[config.mk]
export PLATFORM = sky130hd
export DESIGN_NAME = dispatch_ctrl
export DESIGN_NICKNAME = d
export VERILOG_FILES = /design/src/rtl/rv32i_types.sv /design/src/rtl/sat_counter.sv /design/src/rtl/dispatch_ctrl.sv
export SDC_FILE = /design/constraint.sdc
export NUM_CORES = 1
export LEC_CHECK = 0
export ABC_AREA = 0
export CAP_MARGIN = 0
export CORE_ASPECT_RATIO = 0.8
export CORE_MARGIN = 2
export CORE_UTILIZATION = 35
export DETAILED_ROUTE_END_ITERATION = 10
export DONT_BUFFER_PORTS = 1
export SLEW_MARGIN = 20
export SYNTH_ARGS = -nofsm -noshare
export SYNTH_HDL_FRONTEND = slang
export SYNTH_SLANG_ARGS = --single-unit
[constraint.sdc]
create_clock -name clk -period 3.6 [get_ports clk]
set_clock_uncertainty 0.2 [all_clocks]
set_input_delay 1.08 -clock clk [delete_from_list [all_inputs] [get_ports clk]]
set_output_delay 1.08 -clock clk [all_outputs]
set_load 0.01 [all_outputs]
[src/rtl/rv32i_types.sv]
// Shared types for the dispatch path: functional-unit select,
// dispatch FSM states and the flush-hold saturation helper.
package rv32i_types;

   typedef enum logic [1:0] {
      FU_ALU  = 2'd0,
      FU_BR   = 2'd1,
      FU_LSU  = 2'd2,
      FU_NONE = 2'd3
   } fu_sel_t;

   typedef enum logic [1:0] {
      RUN   = 2'd0,
      STALL = 2'd1,
      FLUSH = 2'd2
   } disp_state_t;

   localparam int HOLD_W   = 3;
   localparam int HOLD_MAX = 7;

   function automatic logic [HOLD_W-1:0] sat_hold(input int v);
      logic [31:0] u;
      u = v;
      if (v > HOLD_MAX) return 3'd7;
      else if (v < 0) return 3'd0;
      else return u[HOLD_W-1:0];
   endfunction

endpackage

[src/rtl/sat_counter.sv]
// Enabled up-counter; wraps modulo 2^WIDTH, or sticks at all-ones
// when WRAP is cleared.
module sat_counter #(
   parameter int WIDTH = 32,
   parameter bit WRAP  = 1'b1
) (
   input  logic             clk,
   input  logic             rst,
   input  logic             en,
   output logic [WIDTH-1:0] count
);

   always_ff @(posedge clk) begin
      if (!rst) begin
         count <= '0;
      end else if (en && (WRAP || count != '1)) begin
         count <= count + WIDTH'(1);
      end
   end

endmodule

[src/rtl/dispatch_ctrl.sv]
// In-order dispatch sequencer: ROB alloc, rename, operand read and
// RS load in one cycle, with back-pressure stall and flush quiesce.
module dispatch_ctrl
   import rv32i_types::*;
#(
   parameter int ROB_SIZE   = 16,
   parameter int FLUSH_HOLD = 2,
   parameter int CNT_W      = 32,
   localparam int TAG_W     = $clog2(ROB_SIZE)
) (
   input  logic             clk,
   input  logic             rst,
   input  logic             iq_valid,
   input  logic [4:0]       iq_rs1,
   input  logic [4:0]       iq_rs2,
   input  logic [4:0]       iq_rd,
   input  logic             iq_writes_rd,
   input  logic [1:0]       iq_fu,
   output logic             iq_pop,
   input  logic             rob_full,
   input  logic [TAG_W-1:0] rob_tail,
   output logic             rob_alloc,
   input  logic [2:0]       rs_full,
   output logic [2:0]       rs_load,
   output logic             rf_dispatch,
   output logic [TAG_W-1:0] rf_rob_entry,
   output logic [4:0]       rf_rs1_s,
   output logic [4:0]       rf_rs2_s,
   output logic [4:0]       rf_rd_s,
   input  logic             flush,
   output logic [CNT_W-1:0] stall_cycles,
   output logic [CNT_W-1:0] disp_count
);

   disp_state_t       state;
   logic [HOLD_W-1:0] hold;
   fu_sel_t           fu;
   logic              rs_blk;
   logic              blocked;
   logic              quiet;
   logic              go;
   logic              stall_en;
   logic [CNT_W-1:0]  stall_raw;
   logic [CNT_W-1:0]  disp_raw;

   assign fu = fu_sel_t'(iq_fu);

   always_comb begin
      rs_blk = 1'b0;
      unique case (fu)
         FU_ALU:  rs_blk = rs_full[0];
         FU_BR:   rs_blk = rs_full[1];
         FU_LSU:  rs_blk = rs_full[2];
         FU_NONE: rs_blk = 1'b0;
         default: rs_blk = 1'b0;
      endcase
   end

   assign blocked  = rob_full | rs_blk;
   assign quiet    = flush | (state == FLUSH);
   assign go       = rst & iq_valid & ~blocked & ~quiet;
   assign stall_en = iq_valid & blocked & ~quiet;

   assign iq_pop      = go;
   assign rob_alloc   = go;
   assign rf_dispatch = go;

   always_comb begin
      rs_load = '0;
      if (go && fu != FU_NONE) rs_load = 3'b001 << iq_fu;
   end

   // Operand indices pass straight through; rd=0 suppresses the rename.
   assign rf_rob_entry = rst ? rob_tail : '0;
   assign rf_rs1_s     = rst ? iq_rs1 : '0;
   assign rf_rs2_s     = rst ? iq_rs2 : '0;
   assign rf_rd_s      = (iq_writes_rd & go) ? iq_rd : '0;

   always_ff @(posedge clk) begin
      if (!rst) begin
         state <= RUN;
         hold  <= '0;
      end else if (flush) begin
         state <= FLUSH;
         hold  <= sat_hold(FLUSH_HOLD);
      end else begin
         unique case (state)
            RUN:
               if (iq_valid && blocked) state <= STALL;
            STALL:
               if (!iq_valid || !blocked) state <= RUN;
            FLUSH: begin
               hold <= hold - HOLD_W'(1);
               if (hold <= HOLD_W'(1)) state <= RUN;
            end
            default:
               state <= RUN;
         endcase
      end
   end

   sat_counter #(.WIDTH(CNT_W), .WRAP(1'b1)) u_stall_cnt (
      .clk   (clk),
      .rst   (rst),
      .en    (stall_en),
      .count (stall_raw)
   );

   sat_counter #(.WIDTH(CNT_W), .WRAP(1'b1)) u_disp_cnt (
      .clk   (clk),
      .rst   (rst),
      .en    (go),
      .count (disp_raw)
   );

   assign stall_cycles = rst ? stall_raw : '0;
   assign disp_count   = rst ? disp_raw : '0;

endmodule

==> impl_results.md, run 1 <==
- Run status: complete, no violations
- Non-Filler Instances: 640
- Cts repair resizes: 0
- Psw: 406.6 uW
- Vias per std cell: ~5.3
- TNS Setup: 0 ps
- # nets final: 524
- DIE HEIGHT: 97.61 um
- Register area share after synthesis: 36.03%
- Clock Latency Late Sink: approximately 330 ps
- Max incr delay on CP: about 330 ps
- Pins over their slew limit: 0
- H-tree depth: 3
- Drt pass-1 iters: 4
- First-pass GRT wire length: approximately 15,000 um
- Tmin final: 3385 ps
- Antenna violations before repair: 0
- WP data required: 2320 ps
- Placed Instance Area: 4004 um^2
- Die Footprint: 11,810 um^2
- Synthesis Warnings: 0
- Final WL: 9495 um
- Ports: roughly 120
- Post-CTS setup buffers: 0
- Static leakage power: 1.443 nW
- Max-capacitance violation count: 0
- CP arrival: 2100 ps
- Row count: 34
- Placed Cells: 624
- Crit path launch type: input port
- Cell area after synthesis: 3834 um^2
- Yosys reg bits: 69
- Fillers: 1,118
- CTS root buf: clkbuf_16
- Upper clock frequency limit: between 0.2 and 0.3 GHz
- Prevailing post-synth register cell: dfxtp_1
- Syn Area/Cell: 7.760 um^2
- DR WL/cell: 14.84 um
- Clock buffer depth: 2
- Delay-heaviest family, CP: simple AND/OR/NAND/NOR gates
- Die W: approximately 120 um
- Slowest-stage cell, CP: and3_1
- Area growth syn-to-layout: 11.62%
- Min-delay worst type: reg2reg
- Switching Share: 24.38%
- Initial Util: 35.62%
- Final instance area: 4279 um^2
- Crit-path cells: mux2i_1 > o211a_1 > nand2_1 > clkinv_1 > and3_1
- Final hold viol count: 0
- Detailed Place HPWL: 6587 um
- Most common cell after layout, fill and taps aside: and2_1
- GP Congestion: 0.7428
- Core Area: 10,760 um^2
- Most frequent cells in the layout: and2_1 (72), dfxtp_1 (69), nor2_1 (58)
- Via count: around 3,400
- Internal: 1.261 mW
- WS Path Type: in2out
- Layout cells sized above 1: under 10%
- Synth cell types: 42
- Sequential share of power: between 40% and 50%
- Cells after synthesis: 494
- Clk pwr share: 49.4%
- Worst slew pin tran: 654.5 ps
- Vias in the first global route: 3,039
- Async S/R FF share, synth: 0%
- CTS buffer count: 9
- Reg clk slew, reported paths: 60 ps
- Unrepaired setup endpoints after global routing: false
- Final period utilization: 94.02%
- Drt drc: 0
- Post-synthesis net count: 527
- ANT nets after route: 0
- Seq. cell area: between 1000 and 1500 um^2
- Buf+Inv Stages, Crit Path: 1
- Final setup violation count: 0
- CTS hold repair buffers: 0
- EDFF count, synth: 0
- Multi-input logic area: roughly 2300 um^2
- Number of diodes: 0
- Crit path max fanout: 10
- Setup crit end kind: output port
- Peak VDD IR: 0.2008 mV
- Clock sinks: 69
- GRT overflow: 0
- Port Buffers: 0
- Initial DRC count: 196
- Total GRT Usage: between 10% and 20%
- Largest net degree at the start of global routing: 77
- Rel. slew slack: 56.27%
- Combinational power share: between 4 and 5%
- CTS tree: done
- PD cells: 389.7 nW/um^2
## cells in the mapped netlist, types with 2 or more instances
library cell	count	area (um^2)
and2_1	72	450.4
dfxtp_1	69	1381
nor2_1	58	217.7
nand2_1	31	116.4
nand3_1	30	150.1
a21oi_1	24	120.1
nand4_1	22	137.6
xor2_1	21	183.9
clkbuf_1	19	71.32
o21ai_0	19	95.09
xnor2_1	18	157.7
or3_1	16	100.1
inv_1	13	48.80
nor4_1	13	81.33
and3_1	11	68.82
nor3_1	10	50.05
o31ai_1	6	45.04
or4_1	5	37.54
buf_2	3	15.01
ha_1	3	37.54
buf_4	2	15.01
clkinv_1	2	7.510
mux2i_1	2	20.02
nand2b_1	2	12.51
nand3_2	2	20.02
nand4b_1	2	17.52
nor2b_1	2	12.51
nor3_2	2	20.02
o21a_1	2	15.01
## worst paths after layout
kind,startpoint,endpoint,slack [ps],cells past startpoint
max,iq_fu[0],rf_rd_s[4],220,5
max reg2reg,u_disp_cnt.count[0]$_SDFFE_PN0P_,u_disp_cnt.count[22]$_SDFFE_PN0P_,1130,7
min reg2reg,u_disp_cnt.count[31]$_SDFFE_PN0P_,u_disp_cnt.count[31]$_SDFFE_PN0P_,270,2
min,u_disp_cnt.count[31]$_SDFFE_PN0P_,u_disp_cnt.count[31]$_SDFFE_PN0P_,270,2
## final cells by class
class,instances,share of cell area (%)
tap,144,4.211
timing repair buffer,11,2.222
multi-input combinational,385,53.54
inverter,15,1.316
sequential,69,32.28
clock inverter,6,1.082
clock buffer,10,5.351
## sequential cells by signal (all words and copies together) (netlist names)
| register | cells |
|---|---|
| hold | 3 |
| state | 2 |
| u_disp_cnt.count | 32 |
| u_stall_cnt.count | 32 |
## metal layers
metal  up-vias  routed length (um)  GRT usage [%]
met5         -                   0              0
met4         0                  80          5.098
met3         8                 603          4.812
met2        84                4254          23.51
met1      1583                4556          22.08
li1       1701                   -              -
## logic make-up after synthesis
| logic type | after synthesis | share of synthesized area, % |
|---|---|---|
| simple gates | 286 | 41.29 |
| flops | 69 | 36.03 |
| compound gates | 55 | 8.061 |
| buf+inv | 40 | 4.210 |
| xor+xnor | 39 | 8.910 |
| fa+ha+maj | 3 | 0.9792 |
| mux | 2 | 0.5222 |
## tightest hold or removal path: cells and delay by family, from the launching register on
kind,cells,cell delay (ps)
DFF,1,310
AOI/OAI and AO/OA,2,110
## power by group through the flow
stage	Sequential, mW	Clock [mW]	Combinational, mW
3_5_place_dp	0.788	0	0.0728
3_3_place_gp	0.788	0	0.0723
5_1_grt	0.772	0.876	0.0795
4_1_cts	0.771	0.845	0.0731
2_1_floorplan	0.787	0	0.0632
6_report	0.771	0.824	0.0720
## per-stage QoR
step / utilization [%] / setup slack [ps] / hold slack, ps / power (mW)
floorplan: - / 27.59 / 217.7 / 0.8506
global placement: 37.20 / 191.8 / 220.9 / 0.8605
detailed placement: 37.20 / 194.0 / 244.8 / 0.8612
CTS: 39.76 / 191.7 / 270.7 / 1.689
global route: 39.76 / 24.59 / 299.2 / 1.728
finish: 39.76 / 215.3 / 269.0 / 1.668
Power figures use the tool's default switching activity.
==> inputs of run 2 (changes only) <==
--- a/config.mk
+++ b/config.mk
@@ -12,6 +12,7 @@
 export CORE_UTILIZATION = 35
 export DETAILED_ROUTE_END_ITERATION = 10
 export DONT_BUFFER_PORTS = 1
+export RECOVER_POWER = 25
 export SLEW_MARGIN = 20
 export SYNTH_ARGS = -nofsm -noshare
 export SYNTH_HDL_FRONTEND = slang
==> run 2 against run 1 <==
Against the previous run: sequential power is essentially flat; design area shrank 0.79%; sequential share of layout area grew 0.26 points; fmax shrank 0.36%; power grew 0.10%; clock-buffer cell count is the same; setup slack lost 12 ps; utilization shrank 0.31 points.
==> impl_results.md, run 2 (synthesis gave the netlist of run 1 again) <==
- Non-Filler Instances: between 600 and 700
- GP Congestion: 0.7428
- Upper clock frequency limit: between 0.2 and 0.3 GHz
- Clock buffer depth: 2
- # nets final: 524
- Unrepaired setup endpoints after global routing: false
- Most frequent cells in the layout: and2_1 (72), dfxtp_1 (69), nor2_1 (58)
- Peak VDD IR: about 0.2 mV
- Core Area: 10,760 um^2
- Delay-heaviest family, CP: simple AND/OR/NAND/NOR gates
- Vias in the first global route: 3,039
- Fillers: 1,122
- Number of diodes: 0
- Final hold viol count: 0
- Die Footprint: around 12,000 um^2
- Initial DRC count: 191
- DIE HEIGHT: 97.61 um
- GRT overflow: 0
- Antenna violations before repair: 0
- Rel. slew slack: between 40% and 50%
- Detailed Place HPWL: 6587 um
- Ports: between 100 and 150
- Cts repair resizes: 0
- Max incr delay on CP: roughly 330 ps
- CTS root buf: clkbuf_16
- Crit path launch type: input port
- Clock sinks: between 60 and 70
- Crit-path cells: mux2i_1 > o211a_1 > nand2_1 > clkinv_1 > and3_1
- Total GRT Usage: roughly 16%
- CTS tree: done
- Final core occ: 39.44%
- Final setup violation count: 0
- WP data required: 2320 ps
- Row count: 34
- Clock Latency Late Sink: ~330 ps
- PD cells: 393.2 nW/um^2
- DR WL/cell: approximately 15 um
- Final period utilization: 94.36%
- Run status: complete, no violations
- Static leakage power: about 1.4 nW
- H-tree depth: 3
- WS Path Type: in2out
- TNS Setup: 0 ps
- Port Buffers: 0
- Final WL: 9582 um
- Reg clk slew, reported paths: 60 ps
- CTS hold repair buffers: 0
- Most common cell after layout, fill and taps aside: and2_1
- Placed Cells: 624
- Die W: roughly 120 um
- CTS buffer count: 9
- Vias per std cell: 5.305
- Worst slew pin tran: 825.5 ps
- Setup crit end kind: output port
- ANT nets after route: 0
- Slowest-stage cell, CP: and3_1
- Layout cells sized above 1: 6.250%
- Top Registers: u_disp_cnt.count x32, u_stall_cnt.count x32, hold x3
- First-pass GRT wire length: 15,120 um
- Post-CTS setup buffers: 0
- Max-capacitance violation count: 0
- Largest net degree at the start of global routing: 77
- Initial Util: 35.62%
- Tmin final: 3397 ps
- Crit path max fanout: 10
- Drt drc: 0
- Buf+Inv Stages, Crit Path: 1
- Min-delay worst type: reg2reg
- Pins over their slew limit: 0
- Drt pass-1 iters: 4
- Via count: about 3,400
- Area growth syn-to-layout: 10.74%
- CP arrival: 2120 ps
==> run 2: final timing paths <==
kind | start | slack, ps | cells past startpoint | to
hold / removal | u_disp_cnt.count[31]$_SDFFE_PN0P_ | 270 | 2 | u_disp_cnt.count[31]$_SDFFE_PN0P_
setup reg to reg | u_stall_cnt.count[0]$_SDFFE_PN0P_ | 990 | 6 | u_stall_cnt.count[28]$_SDFFE_PN0P_
setup / recovery | iq_fu[0] | 200 | 5 | rf_rd_s[4]
hold reg to reg | u_disp_cnt.count[31]$_SDFFE_PN0P_ | 270 | 2 | u_disp_cnt.count[31]$_SDFFE_PN0P_
==> run 2: final cells by class <==
class	count	area, um^2	share of cell area (%)
Clock buffer	10	229.0	5.393
Clock inverter	6	46.29	1.090
Inverter	15	56.30	1.326
Multi-Input combinational cell	385	2265	53.35
Sequential cell	69	1381	32.54
Tap cell	144	180.2	4.244
Timing Repair Buffer	11	87.58	2.063
==> run 2: where the power goes <==
part	switching [mW]	total [mW]	internal (mW)	leakage (nW)
registers	0.00366	0.771	0.768	0.556
logic	0.0489	0.0695	0.0206	0.736
clock network	0.357	0.828	0.471	0.129
==> run 2: worst register-to-register path: stages, from the launching register on <==
cell and delay, ps:
dfxtp_1 390, ha_1 190, nand2_1 80, nor4_1 700, nand3_1 410, or3_1 450, a21oi_1 140
==> run 2: through the flow <==
stage          setup WS (ps)  area, um^2  hold slack (ps)  power, mW
6_report               203.2        4245            269.5      1.669
2_1_floorplan          27.59        3834            217.7     0.8506
5_1_grt                137.4        4245            306.4      1.725
3_5_place_dp           194.0        4004            244.8     0.8612
3_3_place_gp           191.8        4004            220.9     0.8605
4_1_cts                191.7        4279            270.7      1.689
==> run 2: routing by layer <==
layer  GRT usage, %  part of all wire, %  vias to the layer above
met4          5.098                 0.93                        0
met3          4.812                  6.0                       11
met5              0                    0                        -
met1          22.08                   49                     1596
met2          23.51                   44                       89
li1               -                    -                     1699
==> inputs of run 3 (changes only) <==
--- a/config.mk
+++ b/config.mk
@@ -17,3 +17,4 @@
 export SYNTH_ARGS = -nofsm -noshare
 export SYNTH_HDL_FRONTEND = slang
 export SYNTH_SLANG_ARGS = --single-unit
+export TNS_END_PERCENT = 30
==> results of run 3 <==
Final layout, timing and power as in run 2 (identical DEF).
